==> src/rtl/ng_fetch_ctrl.sv <==
// Instruction-fetch sequencer: drives a req/rvalid instruction memory, pulses
// core_en once per fetched word, with debug halt/step, fetch timeout trap and a retired counter.
module ng_fetch_ctrl #(
    parameter int unsigned       ADDR_W    = 16,
    parameter int unsigned       DATA_W    = 16,
    parameter int unsigned       TIMEOUT   = 255,
    parameter int unsigned       CNT_W     = 32,
    parameter logic [DATA_W-1:0] NOP_INSTR = '0
) (
    input  logic              clk,
    input  logic              rst_n,
    input  logic [ADDR_W-1:0] pc,
    output logic              core_en,
    output logic [DATA_W-1:0] instr,
    output logic              mem_req,
    output logic [ADDR_W-1:0] mem_addr,
    input  logic [DATA_W-1:0] mem_rdata,
    input  logic              mem_rvalid,
    input  logic              dbg_halt,
    input  logic              dbg_step,
    output logic              halted,
    output logic              trap,
    output logic [CNT_W-1:0]  retired
);

    localparam int unsigned     TO_W    = (TIMEOUT < 2) ? 1 : $clog2(TIMEOUT);
    localparam logic [TO_W-1:0] TO_LAST = TO_W'((TIMEOUT == 0) ? 0 : TIMEOUT - 1);

    typedef enum logic [2:0] {
        S_FETCH,
        S_WAIT,
        S_EXEC,
        S_HALT,
        S_TRAP
    } state_t;

    state_t          state_q, state_d;
    logic [TO_W-1:0] to_cnt;
    logic            step_pend;
    logic            to_hit;
    logic            fetch_go;

    assign to_hit   = (TIMEOUT != 0) && (to_cnt == TO_LAST);
    assign fetch_go = (state_q == S_FETCH) && !(dbg_halt && !step_pend);
    assign core_en  = (state_q == S_EXEC);
    assign halted   = (state_q == S_HALT) || (state_q == S_TRAP);

    always_ff @(posedge clk or negedge rst_n) begin
        if (!rst_n) state_q <= S_FETCH;
        else        state_q <= state_d;
    end

    always_comb begin
        state_d = state_q;
        case (state_q)
            S_FETCH: state_d = fetch_go ? S_WAIT : S_HALT;
            S_WAIT: begin
                // returned data wins over a timeout landing on the same cycle
                if (mem_rvalid)  state_d = S_WAIT == state_q ? S_EXEC : S_WAIT;
                else if (to_hit) state_d = S_TRAP;
            end
            S_EXEC:  state_d = step_pend ? S_HALT : S_FETCH;
            S_HALT:  if (dbg_step || !dbg_halt) state_d = S_FETCH;
            S_TRAP:  state_d = S_TRAP;
            default: state_d = S_FETCH;
        endcase
    end

    always_ff @(posedge clk or negedge rst_n) begin
        if (!rst_n) begin
            mem_req   <= 1'b0;
            mem_addr  <= '0;
            instr     <= NOP_INSTR;
            trap      <= 1'b0;
            retired   <= '0;
            to_cnt    <= '0;
            step_pend <= 1'b0;
        end else begin
            case (state_q)
                S_FETCH: begin
                    if (fetch_go) begin
                        mem_req  <= 1'b1;
                        mem_addr <= pc;
                        to_cnt   <= '0;
                    end
                end
                S_WAIT: begin
                    if (mem_rvalid) begin
                        instr   <= mem_rdata;
                        mem_req <= 1'b0;
                    end else if (to_hit) begin
                        mem_req <= 1'b0;
                        trap    <= 1'b1;
                    end else begin
                        to_cnt <= to_cnt + TO_W'(1);
                    end
                end
                S_EXEC: begin
                    retired   <= retired + CNT_W'(1);
                    step_pend <= 1'b0;
                end
                S_HALT: begin
                    if (dbg_step) step_pend <= 1'b1;
                end
                default: ;
            endcase
        end
    end

endmodule

==> config.mk <==
export PLATFORM = sky130hd
export DESIGN_NAME = ng_fetch_ctrl
export DESIGN_NICKNAME = d
export VERILOG_FILES = /design/src/rtl/ng_fetch_ctrl.sv
export SDC_FILE = /design/constraint.sdc
export NUM_CORES = 1
export LEC_CHECK = 0
export BUFFER_PORTS_ARGS = -buffer_cell sky130_fd_sc_hd__buf_2
export CAP_MARGIN = 20
export CORE_UTILIZATION = 33
export CTS_BUF_LIST = sky130_fd_sc_hd__clkbuf_4
export DETAILED_ROUTE_END_ITERATION = 16
export PLACE_DENSITY = 0.53
export SETUP_SLACK_MARGIN = 0.4
export SLEW_MARGIN = 0
export SYNTH_ARGS = -nofsm -noshare
export SYNTH_HDL_FRONTEND = slang
export SYNTH_SLANG_ARGS = --single-unit
==> constraint.sdc <==
create_clock -name clk -period 2.3 [get_ports clk]
set_clock_uncertainty 0.05 [all_clocks]
set_input_delay 0.46 -clock clk [delete_from_list [all_inputs] [get_ports clk]]
set_output_delay 0.46 -clock clk [all_outputs]
set_load 0.02 [all_outputs]
==> summary.md <==
| Metric | Value |
|---|---|
| Port buffer count | `104` |
| Horiz. Die Dim | `105 um` |
| Final Core Density | `around 46%` |
| Worst VDD drop | `573 uV` |
| Crit share post-route | `84.6%` |
| H-Tree Depth | `3` |
| Synthesized Nets | `360` |
| Power after layout | `5.09 mW` |
| Clock sinks | `78` |
| Via Count | `between 2000 and 3000` |
| Clock Root Buffer | `clkbuf_4` |
| Largest family of logic cells by synthesized area | `simple AND/OR/NAND/NOR gates` |
| Failing checks | `design-rule violations` |
| EDFF count, synth | `0` |
| Post-synth top cells | `78 x dfrtp_1, 69 x nand2_1, 18 x xnor2_1` |
| IO Count | `roughly 110` |
| Worst-Skew Late Latency | `about 0.42 ns` |
| Setup crit end kind | `output pin` |
| Setup CP Type | `flip-flop to output pin` |
| Synth area leaders | `dfrtp_1 56%, nand2_1 7.4%, mux2_2 5.2%, xnor2_1 4.5%, xor2_1 3.8%` |
| Vias in the first global route | `about 2800` |
| Fillcell total | `between 900 and 1000` |
| Drt first pass iters | `10` |
| FF+latch count, synth | `78` |
| CTS buffer count | `9` |
| Count leader, synth | `dfrtp_1` |
| Core Box Area | `roughly 10000 sq um` |
| GPL Wtd Cong | `0.698` |
| Crit path launch type | `flip-flop` |
| Final wirelength | `a little over 8000 um` |
| Ys async rst share | `100%` |
| Via density | `between 4 and 5` |
| Hold Path Stages | `3` |
| Pleak | `approximately 2.5 nW` |
| Grt ovf | `0` |
| Max-slew violations | `0` |
| Cells after Synth | `320` |
| Critical path arrival | `1.44 ns` |
| Drc violations | `1` |
| Largest net degree at the start of global routing | `46` |
| Die extent in y | `about 100 um` |
| Final Hold Viols | `0` |
| Simple-gate share of the synthesized area | `about a quarter` |
| Post-synthesis mux area share | `5.45%` |
| Gr usage total | `15.6%` |
| Sequential-to-total area share from yosys stat | `56.0%` |
| Share of layout cells above drive strength 1 | `~44%` |
| Post-synthesis adder-cell area fraction | `approximately 1.1%` |
| Pwr Density | `1070 nW/um^2` |
| Slew margin rel. | `roughly 69%` |
| Primary FF master, synth | `dfrtp_1` |
| F_max | `514 MHz` |
| Clock buffer depth | `2` |
| Ant. Diodes | `0` |
| Tmin final | `between 1.5 and 2 ns` |
| Initial drt markers | `98` |
| DIE AREA | `about 11000 sq um` |
| Status | `finished, violations left` |
| DPL Wire Length | `5470 um` |
| WL/cell | `13.9 um` |
| Initial antenna violation count | `0` |
| Global-route wire length before repair | `between 10000 and 15000 um` |
| Clk pin slew, worst setup/hold paths | `roughly 0.14 ns` |
| Max-cap violations | `0` |
| Worst hold path class | `input port to flip-flop` |
| Fin Setup TNS | `0 ns` |
| Avg Cell Area, Syn | `10.9 sq um` |
| Yosys top cell area share | `56.0%` |
| Area leader, netlist | `dfrtp_1` |
| RSZ-0062 raised after global routing | `true` |
| Highest net fanout along the worst path | `3` |
| Post-synth cell types | `44` |
| Worst Tran Pin Value | `around 0.46 ns` |
| Complex-gate fraction of the synthesized area | `3.16%` |
| Post-Syn Area | `3490 sq um` |
| Warnings from Yosys | `0` |
| Worst reg2reg path depth | `6` |
| Required @ worst endpoint | `~1.8 ns` |
| CTS tree | `built` |
| P&R area growth vs syn | `36.8%` |
| DRT antenna net count | `0` |
| Setup-failing EPs final | `0` |
| Xor-xnor portion of the synthesized cell area | `between 8 and 9%` |
| Effective utilization at floorplan | `between 30% and 40%` |
| Std cell rows | `37` |
| Fin nets | `a little under 500` |
## worst max-delay path, stage by stage, from the launching register on
cell and delay (ns):
dfrtp_2 0.44, or3b_4 0.42, clkinv_4 0.07, buf_6 0.11
## cell usage in the layout (no fill, tap or decap), types with 3 or more instances in the layout
cell / count
nor2_1: 9
xnor2_1: 18
nor4_4: 7
inv_1: 10
nor3_1: 3
nand2_1: 67
nand4_1: 8
dfrtp_1: 70
a21oi_1: 7
xor2_1: 15
nor3_2: 6
buf_4: 23
buf_6: 5
nand3_1: 13
and4_1: 4
buf_2: 101
dfrtp_2: 8
o21ai_0: 4
mux2_2: 16
clkbuf_4: 10
and3_1: 4
## power by group
| part | total [mW] | internal, mW | switching, mW |
|---|---|---|---|
| Clock | 0.962 | 0.462 | 0.500 |
| Combinational | 2.13 | 0.898 | 1.23 |
| Sequential | 2.01 | 1.76 | 0.251 |
## flip-flops by register name, summed over array words and instances, names as in the netlist
register   count
instr         16
mem_req        1
retired       32
trap           1
mem_addr      16
state_q        3
step_pend      1
to_cnt         8
## kinds of logic after synthesis
group / Yosys count
adders and majority gates: 3
buffers and inverters: 20
muxes: 17
AOI/OAI and AO/OA: 19
and+or+nand+nor: 150
xor gates and xnor gates: 33
DFF: 78
## path summary, 6_finish.rpt
| kind | end | startpoint | slack, ns |
|---|---|---|---|
| worst min-delay path | mem_addr[13] | pc[13] | 0.17 |
| min in group asynchronous | retired[25] | rst_n | 0.45 |
| max in group asynchronous | state_q[1] | rst_n | 1.11 |
| worst min register to register | trap | trap | 0.42 |
| worst max-delay path | core_en | state_q[2] | 0.35 |
| worst max register to register | retired[28] | state_q[2] | 0.44 |
## stage by stage
stage	instance area (sq um)	instances	setup slack, ns	hold WS, ns
3_5_place_dp	4200	557	0.226	0.390
2_1_floorplan	3500	320	0.406	0.114
4_1_cts	4570	589	0.331	0.139
6_report	4770	596	0.355	0.170
3_3_place_gp	4200	557	0.310	0.402
5_1_grt	4770	596	0.287	0.131
## metal layers
layer  up-vias  part of all wire (%)  track usage, %  wire (um)
met1      1373                    45            20.8       3740
met3        18                   4.3            2.62        359
met4         0                   2.6            7.55        216
met5         -                     0               0          0
met2        86                    48            24.5       3960
li1       1366                     -               -          -
## what timing repair did
item / 4_1_cts / 5_1_grt
pin swaps: 5 / 8
hold endpoints to repair: 33 / 0
gates cloned: 1 / 0
endpoints found under the setup margin: 42 / 35
setup buffers: 14 / 7
hold buffers: 1 / 0
resized for setup: 20 / 27
## area by class of cell
type / count / area (sq um) / share of cell area (%)
inverter: 11 / 46.3 / 0.970
clock inverter: 6 / 95.1 / 1.99
tap: 136 / 170 / 3.57
clock buffer: 10 / 75.1 / 1.57
multi-input combinational: 223 / 1640 / 34.3
sequential: 78 / 1960 / 41.1
timing repair buffer: 132 / 785 / 16.4
Power figures use the tool's default switching activity.
